File: config.mk
export PLATFORM = sky130hd
export DESIGN_NAME = sram_rw_port_ctrl_flat
export DESIGN_NICKNAME = d
export VERILOG_FILES = /design/src/rtl/sram_rw_port_ctrl_if.sv /design/src/rtl/sram_rw_port_ctrl.sv /design/src/flat_wrapper.sv
export SDC_FILE = /design/constraint.sdc
export NUM_CORES = 1
export LEC_CHECK = 0
export CAP_MARGIN = 40
export CORE_MARGIN = 2
export CORE_UTILIZATION = 35
export DETAILED_ROUTE_END_ITERATION = 12
export PLACE_DENSITY = 0.75
export SLEW_MARGIN = 20
export SYNTH_ARGS = -nofsm -noshare
export SYNTH_HDL_FRONTEND = slang
export SYNTH_SLANG_ARGS = --single-unit
File: constraint.sdc
create_clock -name clock -period 1.5 [get_ports clock]
set_input_delay 0.3 -clock clock [delete_from_list [all_inputs] [get_ports clock]]
set_output_delay 0.3 -clock clock [all_outputs]
set_load 0.02 [all_outputs]
File: src/rtl/sram_rw_port_ctrl_if.sv
// Request, response and macro-pin bundle for sram_rw_port_ctrl.
// Latency: none, this file only groups signals.
// Backpressure: req_valid/req_ready for requests and resp_valid/resp_ready for read responses.
// Ports:
//   req_*   masked-write / read request stream.
//   resp_*  in-order read data.
//   RW0_*   single-port SRAM macro pins. RW0_rdata is valid the cycle after a read.
// Modports:
//   master  the requester together with the attached macro.
//   slave   the controller.
interface sram_rw_port_ctrl_if #(
  parameter int ADDR_W = 9,
  parameter int DATA_W = 8
);
  logic              req_valid;
  logic              req_ready;
  logic              req_write;
  logic [ADDR_W-1:0] req_addr;
  logic [DATA_W-1:0] req_wmask;
  logic [DATA_W-1:0] req_wdata;
  logic              resp_valid;
  logic              resp_ready;
  logic [DATA_W-1:0] resp_rdata;
  logic              RW0_en;
  logic              RW0_wmode;
  logic [ADDR_W-1:0] RW0_addr;
  logic [DATA_W-1:0] RW0_wmask;
  logic [DATA_W-1:0] RW0_wdata;
  logic [DATA_W-1:0] RW0_rdata;

  modport master (
    output req_valid, req_write, req_addr, req_wmask, req_wdata, resp_ready, RW0_rdata,
    input  req_ready, resp_valid, resp_rdata, RW0_en, RW0_wmode, RW0_addr, RW0_wmask, RW0_wdata
  );

  modport slave (
    input  req_valid, req_write, req_addr, req_wmask, req_wdata, resp_ready, RW0_rdata,
    output req_ready, resp_valid, resp_rdata, RW0_en, RW0_wmode, RW0_addr, RW0_wmask, RW0_wdata
  );
endinterface

File: src/rtl/sram_rw_port_ctrl.sv
// Request-side controller for a single-port SRAM macro with a 1-cycle read and a per-bit write mask.
// Latency: a write reaches the macro combinationally in the accept cycle. A read accepted at T gives resp_valid at T+2.
// Backpressure: req_ready is a credit check on (fifo count + in-flight read) < 3, and resp_ready pops the 3-entry FIFO.
// Ports:
//   clock    Clock for the controller and the attached macro.
//   reset_n  Asynchronous active-low reset.
//   bus      sram_rw_port_ctrl_if.slave, carrying the req_*, resp_* and RW0_* signals.
//   init_done  High once the array is ready for traffic.
// Option: SRAM_INIT_CLEAR_EN. When it is defined, all DEPTH words are written to zero after reset, before any traffic is accepted.
module sram_rw_port_ctrl #(
  parameter int ADDR_W = 9,
  parameter int DATA_W = 8,
  parameter int DEPTH  = 512
) (
  input  logic               clock,
  input  logic               reset_n,
  sram_rw_port_ctrl_if.slave bus,
  output logic               init_done
);

  if (DEPTH < 1 || DEPTH > (1 << ADDR_W)) begin : g_depth_check
    $error("sram_rw_port_ctrl: DEPTH does not fit in ADDR_W address bits");
  end

  typedef enum logic [1:0] {
    ST_BOOT  = 2'd0,
`ifdef SRAM_INIT_CLEAR_EN
    ST_CLEAR = 2'd1,
`endif
    ST_RUN   = 2'd2
  } state_t;

  state_t state_q, state_d;

  // Response FIFO state. The pointers wrap at 3, and the count ranges over 0..3.
  logic [DATA_W-1:0] fifo_mem [3];
  logic [1:0]        wr_ptr_q, rd_ptr_q, count_q;
  logic              inflight_q;   // A read was issued in the previous cycle.
  logic              accept, push, pop, credit_ok;

  function automatic logic [1:0] ptr_inc(input logic [1:0] p);
    return (p == 2'd2) ? 2'd0 : p + 2'd1;
  endfunction

  // Credits count only reads: buffered entries plus the one whose data is on RW0_rdata now.
  assign credit_ok       = ({1'b0, count_q} + {2'b00, inflight_q}) < 3'd3;
  assign push            = inflight_q;
  assign pop             = bus.resp_valid && bus.resp_ready;
  assign bus.resp_valid  = (count_q != 2'd0);
  assign bus.resp_rdata  = fifo_mem[rd_ptr_q];

`ifdef SRAM_INIT_CLEAR_EN
  localparam logic [ADDR_W-1:0] CLR_LAST = ADDR_W'(DEPTH - 1);
  logic [ADDR_W-1:0] clr_addr_q;

  always_ff @(posedge clock or negedge reset_n) begin
    if (!reset_n) begin
      clr_addr_q <= '0;
    end else if (state_q == ST_CLEAR) begin
      clr_addr_q <= (clr_addr_q == CLR_LAST) ? '0 : clr_addr_q + 1'b1;
    end
  end
`endif

  always_ff @(posedge clock or negedge reset_n) begin
    if (!reset_n) begin
      state_q <= ST_BOOT;
    end else begin
      state_q <= state_d;
    end
  end

  always_comb begin
    state_d       = state_q;
    accept        = 1'b0;
    init_done     = 1'b0;
    bus.req_ready = 1'b0;
    bus.RW0_en    = 1'b0;
    bus.RW0_wmode = 1'b0;
    bus.RW0_addr  = bus.req_addr;
    bus.RW0_wmask = bus.req_wmask;
    bus.RW0_wdata = bus.req_wdata;
    case (state_q)
      ST_BOOT: begin
`ifdef SRAM_INIT_CLEAR_EN
        state_d = ST_CLEAR;
`else
        state_d = ST_RUN;
`endif
      end
`ifdef SRAM_INIT_CLEAR_EN
      ST_CLEAR: begin
        bus.RW0_en    = 1'b1;
        bus.RW0_wmode = 1'b1;
        bus.RW0_addr  = clr_addr_q;
        bus.RW0_wmask = '1;
        bus.RW0_wdata = '0;
        if (clr_addr_q == CLR_LAST) state_d = ST_RUN;
      end
`endif
      ST_RUN: begin
        init_done     = 1'b1;
        bus.req_ready = credit_ok;
        accept        = bus.req_valid && credit_ok;
        bus.RW0_en    = accept;
        bus.RW0_wmode = bus.req_write;
      end
      default: state_d = ST_BOOT;
    endcase
  end

  always_ff @(posedge clock or negedge reset_n) begin
    if (!reset_n) begin
      inflight_q <= 1'b0;
      wr_ptr_q   <= 2'd0;
      rd_ptr_q   <= 2'd0;
      count_q    <= 2'd0;
    end else begin
      inflight_q <= accept && !bus.req_write;
      if (push) wr_ptr_q <= ptr_inc(wr_ptr_q);
      if (pop)  rd_ptr_q <= ptr_inc(rd_ptr_q);
      case ({push, pop})
        2'b10:   count_q <= count_q + 2'd1;
        2'b01:   count_q <= count_q - 2'd1;
        default: count_q <= count_q;
      endcase
    end
  end

  // Macro read data is valid for exactly one cycle, so it is captured unconditionally.
  // The credit check guarantees that a free slot exists.
  always_ff @(posedge clock) begin
    if (push) fifo_mem[wr_ptr_q] <= bus.RW0_rdata;
  end

endmodule
File: src/flat_wrapper.sv
// flat-port wrapper written by rule: the top's interface ports become plain ports
module sram_rw_port_ctrl_flat 
#(
  parameter int ADDR_W = 9,
  parameter int DATA_W = 8,
  parameter int DEPTH  = 512
)
  (clock, reset_n, init_done, bus_req_valid, bus_req_write, bus_req_addr, bus_req_wmask, bus_req_wdata, bus_resp_ready, bus_RW0_rdata, bus_req_ready, bus_resp_valid, bus_resp_rdata, bus_RW0_en, bus_RW0_wmode, bus_RW0_addr, bus_RW0_wmask, bus_RW0_wdata);
  sram_rw_port_ctrl_if #(.ADDR_W(ADDR_W), .DATA_W(DATA_W)) bus_i ();
  input  logic clock;
  input  logic reset_n;
  output logic init_done;
  input wire logic [$bits(bus_i.req_valid)-1:0] bus_req_valid;
  input wire logic [$bits(bus_i.req_write)-1:0] bus_req_write;
  input wire logic [$bits(bus_i.req_addr)-1:0] bus_req_addr;
  input wire logic [$bits(bus_i.req_wmask)-1:0] bus_req_wmask;
  input wire logic [$bits(bus_i.req_wdata)-1:0] bus_req_wdata;
  input wire logic [$bits(bus_i.resp_ready)-1:0] bus_resp_ready;
  input wire logic [$bits(bus_i.RW0_rdata)-1:0] bus_RW0_rdata;
  output wire logic [$bits(bus_i.req_ready)-1:0] bus_req_ready;
  output wire logic [$bits(bus_i.resp_valid)-1:0] bus_resp_valid;
  output wire logic [$bits(bus_i.resp_rdata)-1:0] bus_resp_rdata;
  output wire logic [$bits(bus_i.RW0_en)-1:0] bus_RW0_en;
  output wire logic [$bits(bus_i.RW0_wmode)-1:0] bus_RW0_wmode;
  output wire logic [$bits(bus_i.RW0_addr)-1:0] bus_RW0_addr;
  output wire logic [$bits(bus_i.RW0_wmask)-1:0] bus_RW0_wmask;
  output wire logic [$bits(bus_i.RW0_wdata)-1:0] bus_RW0_wdata;
  assign bus_i.req_valid = bus_req_valid;
  assign bus_i.req_write = bus_req_write;
  assign bus_i.req_addr = bus_req_addr;
  assign bus_i.req_wmask = bus_req_wmask;
  assign bus_i.req_wdata = bus_req_wdata;
  assign bus_i.resp_ready = bus_resp_ready;
  assign bus_i.RW0_rdata = bus_RW0_rdata;
  assign bus_req_ready = bus_i.req_ready;
  assign bus_resp_valid = bus_i.resp_valid;
  assign bus_resp_rdata = bus_i.resp_rdata;
  assign bus_RW0_en = bus_i.RW0_en;
  assign bus_RW0_wmode = bus_i.RW0_wmode;
  assign bus_RW0_addr = bus_i.RW0_addr;
  assign bus_RW0_wmask = bus_i.RW0_wmask;
  assign bus_RW0_wdata = bus_i.RW0_wdata;
  sram_rw_port_ctrl #(.ADDR_W(ADDR_W), .DATA_W(DATA_W), .DEPTH(DEPTH)) u_core (.clock(clock), .reset_n(reset_n), .bus(bus_i), .init_done(init_done));
endmodule
Word-level counts from Yosys, hierarchy flattened
Memory sizes are Yosys's and may differ from the RTL's.
Cells that the tools add are included.
W data, S select, Z words.
- register bits: 9
- latch bits: 0
- memory bits (writable): 24
- bits in read-only memories: 0
- input port bits: 38
- output and inout port bits: 38
- word-level logic and storage cells: 34
- memories: 1
- memory list (memory ; words ; bits a word ; read ports ; clocked after memory_dff ; write ports ; RTL line ; text):
    u_core.fifo_mem ; 3 ; 8 ; 1 ; 0 ; 1 ; sram_rw_port_ctrl.sv:36 ; logic [DATA_W-1:0] fifo_mem [3];
- add/subtract/negate cells: 5
- multiply operators: 0
- divide/modulo/power cells: 0
- magnitude comparators: 1
- equal/unequal tests: 5
- shifts and indexed selects: 0
- multiplexer cells: 10
- bitwise gates (word level): 0
- reductions and logical operators: 7
- operator list (kind ; count):
    $eq A2 B2 Y1 const B ; 4
    $pmux W2 S2 ; 2
    $add A2 B1 Y2 const B ; 3
    $mux W1 ; 6
    $mux W2 ; 2
    $reduce_bool A2 Y1 ; 2
    $add A2 B1 Y3 ; 1
    $logic_and A1 B1 Y1 ; 3
    $lt A3 B2 Y1 const B ; 1
    $eq A2 B1 Y1 const B ; 1
    $logic_not A2 Y1 ; 1
    $sub A2 B1 Y2 const B ; 1
    $logic_not A1 Y1 ; 1

Depth between registers and ports, before layout
Gate-level depths: netlist of the first run.
- depth in word-level cells: 5
- depth in mapped cells: 6
- gate-level depth less buffers: 6

Least setup slack after synthesis of the first run
Ideal clock, no wire load.
- path type: register to output
- start: register u_core.count_q[0]
- end: output bus_RW0_en
- arrival time: 1557 ps
- data required time: 1200 ps
- slack: -357 ps
- stages on the path, launching flop included: 6
- buffers on the path: 0
- cell sequence: dfrtp_1 -> ha_1 -> ha_1 -> nand2_1 -> nand2_1 -> nor3b_1
- longest elaborated chain between the ends: 4
- ends and longest elaborated chain (what ; RTL line ; text):
    start, declared ; sram_rw_port_ctrl.sv:37 ; logic [1:0] wr_ptr_q, rd_ptr_q, count_q;
    start signal, assigned ; sram_rw_port_ctrl.sv:123 ; 2'b10: count_q <= count_q + 2'd1;
    start signal, assigned ; sram_rw_port_ctrl.sv:124 ; 2'b01: count_q <= count_q - 2'd1;
    start signal, assigned ; sram_rw_port_ctrl.sv:125 ; default: count_q <= count_q;
    $add A2 B1 Y3 ; sram_rw_port_ctrl.sv:46 ; assign credit_ok = ({1'b0, count_q} + {2'b00, inflight_q}) < 3'd3;
    $lt A3 B2 Y1 ; sram_rw_port_ctrl.sv:46 ;
    $logic_and A1 B1 Y1 ; sram_rw_port_ctrl.sv:104 ; accept = bus.req_valid && credit_ok;
    $mux W1 ; sram_rw_port_ctrl.sv:83 ; case (state_q)
    end, declared ; flat_wrapper.sv:23 ; output wire logic [$bits(bus_i.RW0_en)-1:0] bus_RW0_en;
Every way passes these cells.

Worst setup path in the final report of the first run
- start: register u_core.inflight_q
- end: output bus_req_ready
- longest elaborated chain between the ends: 3
- ends and longest elaborated chain (what ; RTL line ; text):
    start, declared ; sram_rw_port_ctrl.sv:38 ; logic inflight_q;
    start signal, assigned ; sram_rw_port_ctrl.sv:119 ; inflight_q <= accept && !bus.req_write;
    $add A2 B1 Y3 ; sram_rw_port_ctrl.sv:46 ;
    $lt A3 B2 Y1 ; sram_rw_port_ctrl.sv:46 ;
    $mux W1 ; sram_rw_port_ctrl.sv:83 ;
    end, declared ; flat_wrapper.sv:20 ; output wire logic [$bits(bus_i.req_ready)-1:0] bus_req_ready;
Every way passes these cells.

==> out/metrics.csv, run 1 <==
metric,value,unit
status,"finished, violations left",
violations,negative setup slack,
cts_buffer_depth,2,
clockPowerShare,18.8,%
post-route-period-util,122,%
n_fill_cell,368,
clockRootBuffer,clkbuf_8,
wirelength,2.62,mm
wl_per_cell,14.1,um
rsz0062_at_grt,true,
dpl.hpwl,1.98,mm
timing.rr.start,u_core.count_q[0]$_DFFE_PN0P_,
cts_tree,built,
grt_antenna_before_repair,0,
drive_above_1_share,36.8,%
r2r_setup_slack,0.10,ns
clock_skew,0.00818,ns
cts.htree.levels,2,
pwr-share-seq,36.3,%
ys_warn_count,0,
path_common_cell,nand2_4,
layout_setup_ws,-0.332,ns
ant_nets,0,
setup_viol,10,
p_int,2.12,mW
dp_worst_setup_slack,-0.529,ns
switching_share,34.4,%
grt_pass1_vias,948,
drc_errors,0,
crit_fanout,3,
cp.required,1.20,ns
final_design_area_no_fill,0.00185,sq mm
clk_pin_slew,0.07,ns
drt_pass1_iterations,2,
netlist_area,0.00147,sq mm
hold_path_class,in2async,
die_area,0.00472,sq mm
vias,867,
drtIter0Drc,30,
fmax,546,MHz
die_x,68.7,um
slew_viol_final,0,
areaGrowthSynthToFinish,26.4,%
gp_congestion,0.727,
layout_min_cycle_time,1.83,ns
grt_pass1_wl,4.17,mm
end_kind,output pin,
cts.sinks,32,
grt_usage,12.8,%
syn-num-nets,154,
p_per_area,1750,mW/mm^2
drv_cap,0,
core_area,0.00403,sq mm
grt_max_degree,12,
antenna_cells,0,
crit_type,reg2out,
fin_hold_ws,0.309,ns
syn_inst,113,
clkLatencyLatePin,0.28,ns
combinationalPowerShare,44.9,%
place_area,0.00173,sq mm
total_leakage_power,0.743,nW
initial_core_util,36.4,%
grt_overflow,0,
critical_path.slowest_cell,dfrtp_1,
seq_area_frac_synth,62.8,%
vias_per_cell,4.66,
fin_util,46.0,%
ir_drop,0.000748,V
io_buffers,25,
tns,-1.05,ns
ios,76,
hold_viol,0,
syn-mean-instance-area,13.0,sq um
r2r_end,u_core.count_q[1]$_DFFE_PN0P_,
row_count,23,
finalNetCount,176,
start_kind,register,
chipHeight,68.7,um
switchingPower,1.11,mW
crit_arrival,1.53,ns
slowest_delay,0.39,ns
ys_ff_latch,32,
ys_types,22,
crit_chain,ha_2 > ha_4 > nand2_4 > nand2_4 > buf_4 > nor2_4 > buf_6,
rr_worst_depth,7,
cts_buffers,5,
[worst max path at each step]
stage,start,endpoint,depth (start not counted)
2_1_floorplan,u_core.count_q[0]$_DFFE_PN0P_,bus_RW0_en,5
3_3_place_gp,u_core.count_q[0]$_DFFE_PN0P_,bus_RW0_en,6
3_5_place_dp,u_core.count_q[0]$_DFFE_PN0P_,bus_RW0_en,6
4_1_cts,u_core.inflight_q$_DFF_PN0_,bus_RW0_en,6
5_1_grt,u_core.count_q[0]$_DFFE_PN0P_,bus_req_ready,7
6_report,u_core.inflight_q$_DFF_PN0_,bus_req_ready,7
[power by group through the flow]
stage | registers (mW) | clock network, mW | logic, mW
after floorplan | 1.18 | 0 | 0.860
after global placement | 1.18 | 0 | 1.34
after detailed placement | 1.19 | 0 | 1.37
after CTS | 1.18 | 0.622 | 1.39
after global routing | 1.19 | 0.663 | 1.59
final | 1.18 | 0.609 | 1.45
[layout by cell type, fill, tap and decap left out, types with 2 or more instances in the layout]
master,Yosys,routed
buf_6,0,4
dfrtp_1,8,8
nor3_1,2,2
mux2i_1,8,7
inv_2,1,2
clkinv_2,0,2
o21ai_1,9,9
clkdlybuf4s50_1,0,12
nand2_1,12,10
a21o_1,3,3
ha_4,0,2
nand2_4,0,2
clkbuf_8,0,5
edfxtp_1,24,24
buf_4,26,24
buf_2,2,2
[routing by layer]
layer | share of wire [%] | up-vias | global-route usage, % | wire length, um
met1 | 34 | 392 | 12.1 | 884
li1 | - | 410 | - | -
met4 | 8.3 | 0 | 12.3 | 217
met5 | 0 | - | 0 | 0
met3 | 10 | 30 | 5.84 | 266
met2 | 48 | 35 | 20.2 | 1260
[layout make-up]
cell class / count / area, sq um / area share (%)
clock buffer: 5 / 68.8 / 3.71
multi-input combinational: 51 / 415 / 22.4
clock inverter: 3 / 13.8 / 0.743
tap: 50 / 62.6 / 3.38
timing repair buffer: 43 / 364 / 19.6
inverter: 2 / 7.51 / 0.405
sequential: 32 / 921 / 49.7
[registers in the layout (all words and copies together) (netlist names)]
signal and count:
u_core.fifo_mem 24, u_core.rd_ptr_q 2, u_core.inflight_q 1, u_core.wr_ptr_q 2
u_core.count_q 2, u_core.state_q 1
[Yosys cell counts]
cell / instances / share of area (%)
o21ai_1: 9 / 3.1
inv_1: 1 / 0.26
edfxtp_1: 24 / 49
nand2b_1: 1 / 0.43
buf_2: 2 / 0.68
dfrtp_1: 8 / 14
xnor2_1: 2 / 1.2
nand2_1: 12 / 3.1
nor3_1: 2 / 0.68
buf_4: 26 / 13
mux2i_1: 8 / 5.5
o21ai_2: 1 / 0.60
nor2_1: 3 / 0.77
nor3b_1: 2 / 1.0
or2_1: 1 / 0.43
ha_1: 3 / 2.6
inv_2: 1 / 0.26
nor4b_1: 1 / 0.60
and2_1: 1 / 0.43
xor2_1: 1 / 0.60
conb_1: 1 / 0.26
a21o_1: 3 / 1.5
[critical path: cells and delay by family (launching register included)]
kind | cells | cell delay (ns)
adders and majority gates | 2 | 0.42
DFF | 1 | 0.39
buffers and inverters | 2 | 0.25
and+or+nand+nor | 3 | 0.19
[timing repair]
action                                  4_1_cts  5_1_grt
hold buffers                                  0        0
gates resized for setup                      64        8
endpoints found under the setup margin       14       13
setup buffers                                 2        0
hold endpoints to repair                      0        0
pin swaps                                     4        4
[kinds of logic after synthesis]
logic type	count (synthesis)	share of synthesized area, %
AO/OA/AOI/OAI	13	5.20
XOR/XNOR	3	1.79
adder cells (fa/ha/maj)	3	2.56
buffers and inverters	30	14.5
flip-flops	32	62.8
multiplexers	8	5.46
other	1	0.256
AND/OR/NAND/NOR	23	7.42
[through the flow]
step	cells	total power, mW
2_1_floorplan	113	2.04
3_3_place_gp	176	2.52
6_report	186	3.24
5_1_grt	186	3.44
4_1_cts	186	3.19
3_5_place_dp	176	2.56
Power figures use the tool's default switching activity.
==> run 2, diff against run 1 <==
--- a/config.mk
+++ b/config.mk
@@ -7,9 +7,11 @@
 export LEC_CHECK = 0
 export CAP_MARGIN = 40
 export CORE_MARGIN = 2
-export CORE_UTILIZATION = 35
+export CORE_UTILIZATION = 42
+export CTS_BUF_LIST = sky130_fd_sc_hd__clkbuf_16
+export CTS_CLUSTER_SIZE = 24
 export DETAILED_ROUTE_END_ITERATION = 12
-export PLACE_DENSITY = 0.75
+export PLACE_DENSITY = 0.84
 export SLEW_MARGIN = 20
 export SYNTH_ARGS = -nofsm -noshare
 export SYNTH_HDL_FRONTEND = slang
==> constraint.sdc (replaced) <==
create_clock -name clock -period 2.3 [get_ports clock]
set_input_delay 0.46 -clock clock [delete_from_list [all_inputs] [get_ports clock]]
set_output_delay 0.46 -clock clock [all_outputs]
set_load 0.02 [all_outputs]
==> run 2 against run 1 <==
Net effect:
- the run now ends clean
- flip-flop and latch count unchanged
- final cell count decreased by 8.6%
- die area decreased by 16%
- via count decreased by 7.3%
- count of clock-buffer cells in the layout unchanged
- total power decreased by 35%
- worst setup slack improved by 0.47 ns
- global-route usage increased by 1.0 points
- non-clock buffer count decreased by 12
- worst hold slack improved by 0.16 ns
==> out/metrics.csv, run 2 (synthesis gave the netlist of run 1 again) <==
metric,value,unit
status,"complete, no violations",
hold_viol,0,
cts_buffer_depth,2,
layout_common_cells,"24 x edfxtp_1, 23 x clkdlybuf4s50_1, 12 x nand2_1, 9 x o21ai_1, 8 x mux2i_1",
r2r_end,u_core.count_q[1]$_DFFE_PN0P_,
dp_worst_setup_slack,0.0689,ns
rsz0062_at_grt,false,
gp_congestion,0.737,
n_fill_cell,290,
crit_family,buffers and inverters,
setup_viol,0,
seq_area,923,sq um
slew_viol_final,0,
end_kind,output pin,
clk_pin_slew,0.05,ns
areaGrowthSynthToFinish,19.2,%
crit_type,reg2out,
slowest_delay,0.62,ns
drc_errors,0,
grt_pass1_vias,827,
cp.required,1.84,ns
crit_fanout,11,
ios,76,
cts.htree.levels,2,
cts_buffers,5,
cts.sinks,32,
cts_tree,built,
r2r_setup_slack,0.78,ns
tns,0,ns
p_per_area,1210,mW/mm^2
finalNetCount,164,
grt_antenna_before_repair,0,
crit_chain,mux2i_1 > o21ai_1 > clkdlybuf4s50_1,
clock_skew,0.00672,ns
rr_worst_depth,6,
fmax,462,MHz
total_leakage_power,0.684,nW
wirelength,2.38,mm
power,2.12,mW
chipHeight,63.1,um
layout_min_cycle_time,2.17,ns
initial_core_util,43.9,%
ant_nets,0,
hold_path_class,in2async,
grt_max_degree,20,
vias_per_cell,4.73,
drv_cap,0,
grt_pass1_wl,3.87,mm
crit_arrival,1.71,ns
clkLatencyLatePin,0.28,ns
drive_above_1_share,13.7,%
drtIter0Drc,29,
final_common_cell,edfxtp_1,
top_register,u_core.fifo_mem,
post-route-period-util,94.2,%
critical_path.slowest_cell,clkdlybuf4s50_1,
grt_usage,13.8,%
start_kind,register,
vias,804,
layout_setup_ws,0.134,ns
wl_per_cell,14.0,um
core_area,0.00334,sq mm
antenna_cells,0,
timing.rr.start,u_core.count_q[0]$_DFFE_PN0P_,
drt_pass1_iterations,4,
grt_overflow,0,
die_area,0.00398,sq mm
dpl.hpwl,1.65,mm
die_x,63.1,um
io_buffers,25,
ir_drop,0.000541,V
largest_register_ffs,24,
row_count,21,
clockRootBuffer,clkbuf_16,
crit_buf_inv,1,
multiInputGateArea,333,sq um
## run 2: timing repair
action,in CTS,in global routing
hold buffers,0,0
buffers inserted,0,0
endpoints found under the hold margin,0,0
setup endpoints to repair,10,9
resized for setup,3,4
## run 2: worst max path at each step
stage                     cells past startpoint                      startpoint  slack [ns]                 to
after global routing                          3  u_core.rd_ptr_q[0]$_DFFE_PN0P_        0.05  bus_resp_rdata[4]
after global placement                        6     u_core.inflight_q$_DFF_PN0_        0.07         bus_RW0_en
after floorplan                               5   u_core.count_q[0]$_DFFE_PN0P_        0.28         bus_RW0_en
after detailed placement                      6     u_core.inflight_q$_DFF_PN0_        0.07         bus_RW0_en
final                                         3  u_core.rd_ptr_q[0]$_DFFE_PN0P_        0.13  bus_resp_rdata[4]
after CTS                                     6     u_core.inflight_q$_DFF_PN0_        0.04         bus_RW0_en
## run 2: metrics by stage
step	std cells	instance area [sq um]	hold WS, ns	util, %
final	170	1750	0.469	52.4
after global routing	170	1750	0.506	52.4
after CTS	170	1750	0.478	52.5
after detailed placement	162	1610	0.513	48.4
after global placement	162	1610	0.500	48.4
after floorplan	113	1470	0.164	-
## run 2: final cells by class
type,instances,share of cell area [%]
clock inverters,3,0.716
multi-input cells,51,19.0
repair buffers,31,16.5
inverters,2,0.429
flip-flops and latches,32,52.8
well taps,46,3.29
clock buffers,5,7.16
## run 2: routing by layer
layer / global-route usage [%] / wire length [um]
met3: 7.14 / 230
met5: 0 / 0
met4: 14.7 / 174
met1: 13.8 / 853
met2: 19.7 / 1120
## run 2: where the power goes
part | switching [mW] | internal [mW]
registers | 0.123 | 0.712
clock network | 0.217 | 0.389
logic | 0.321 | 0.355
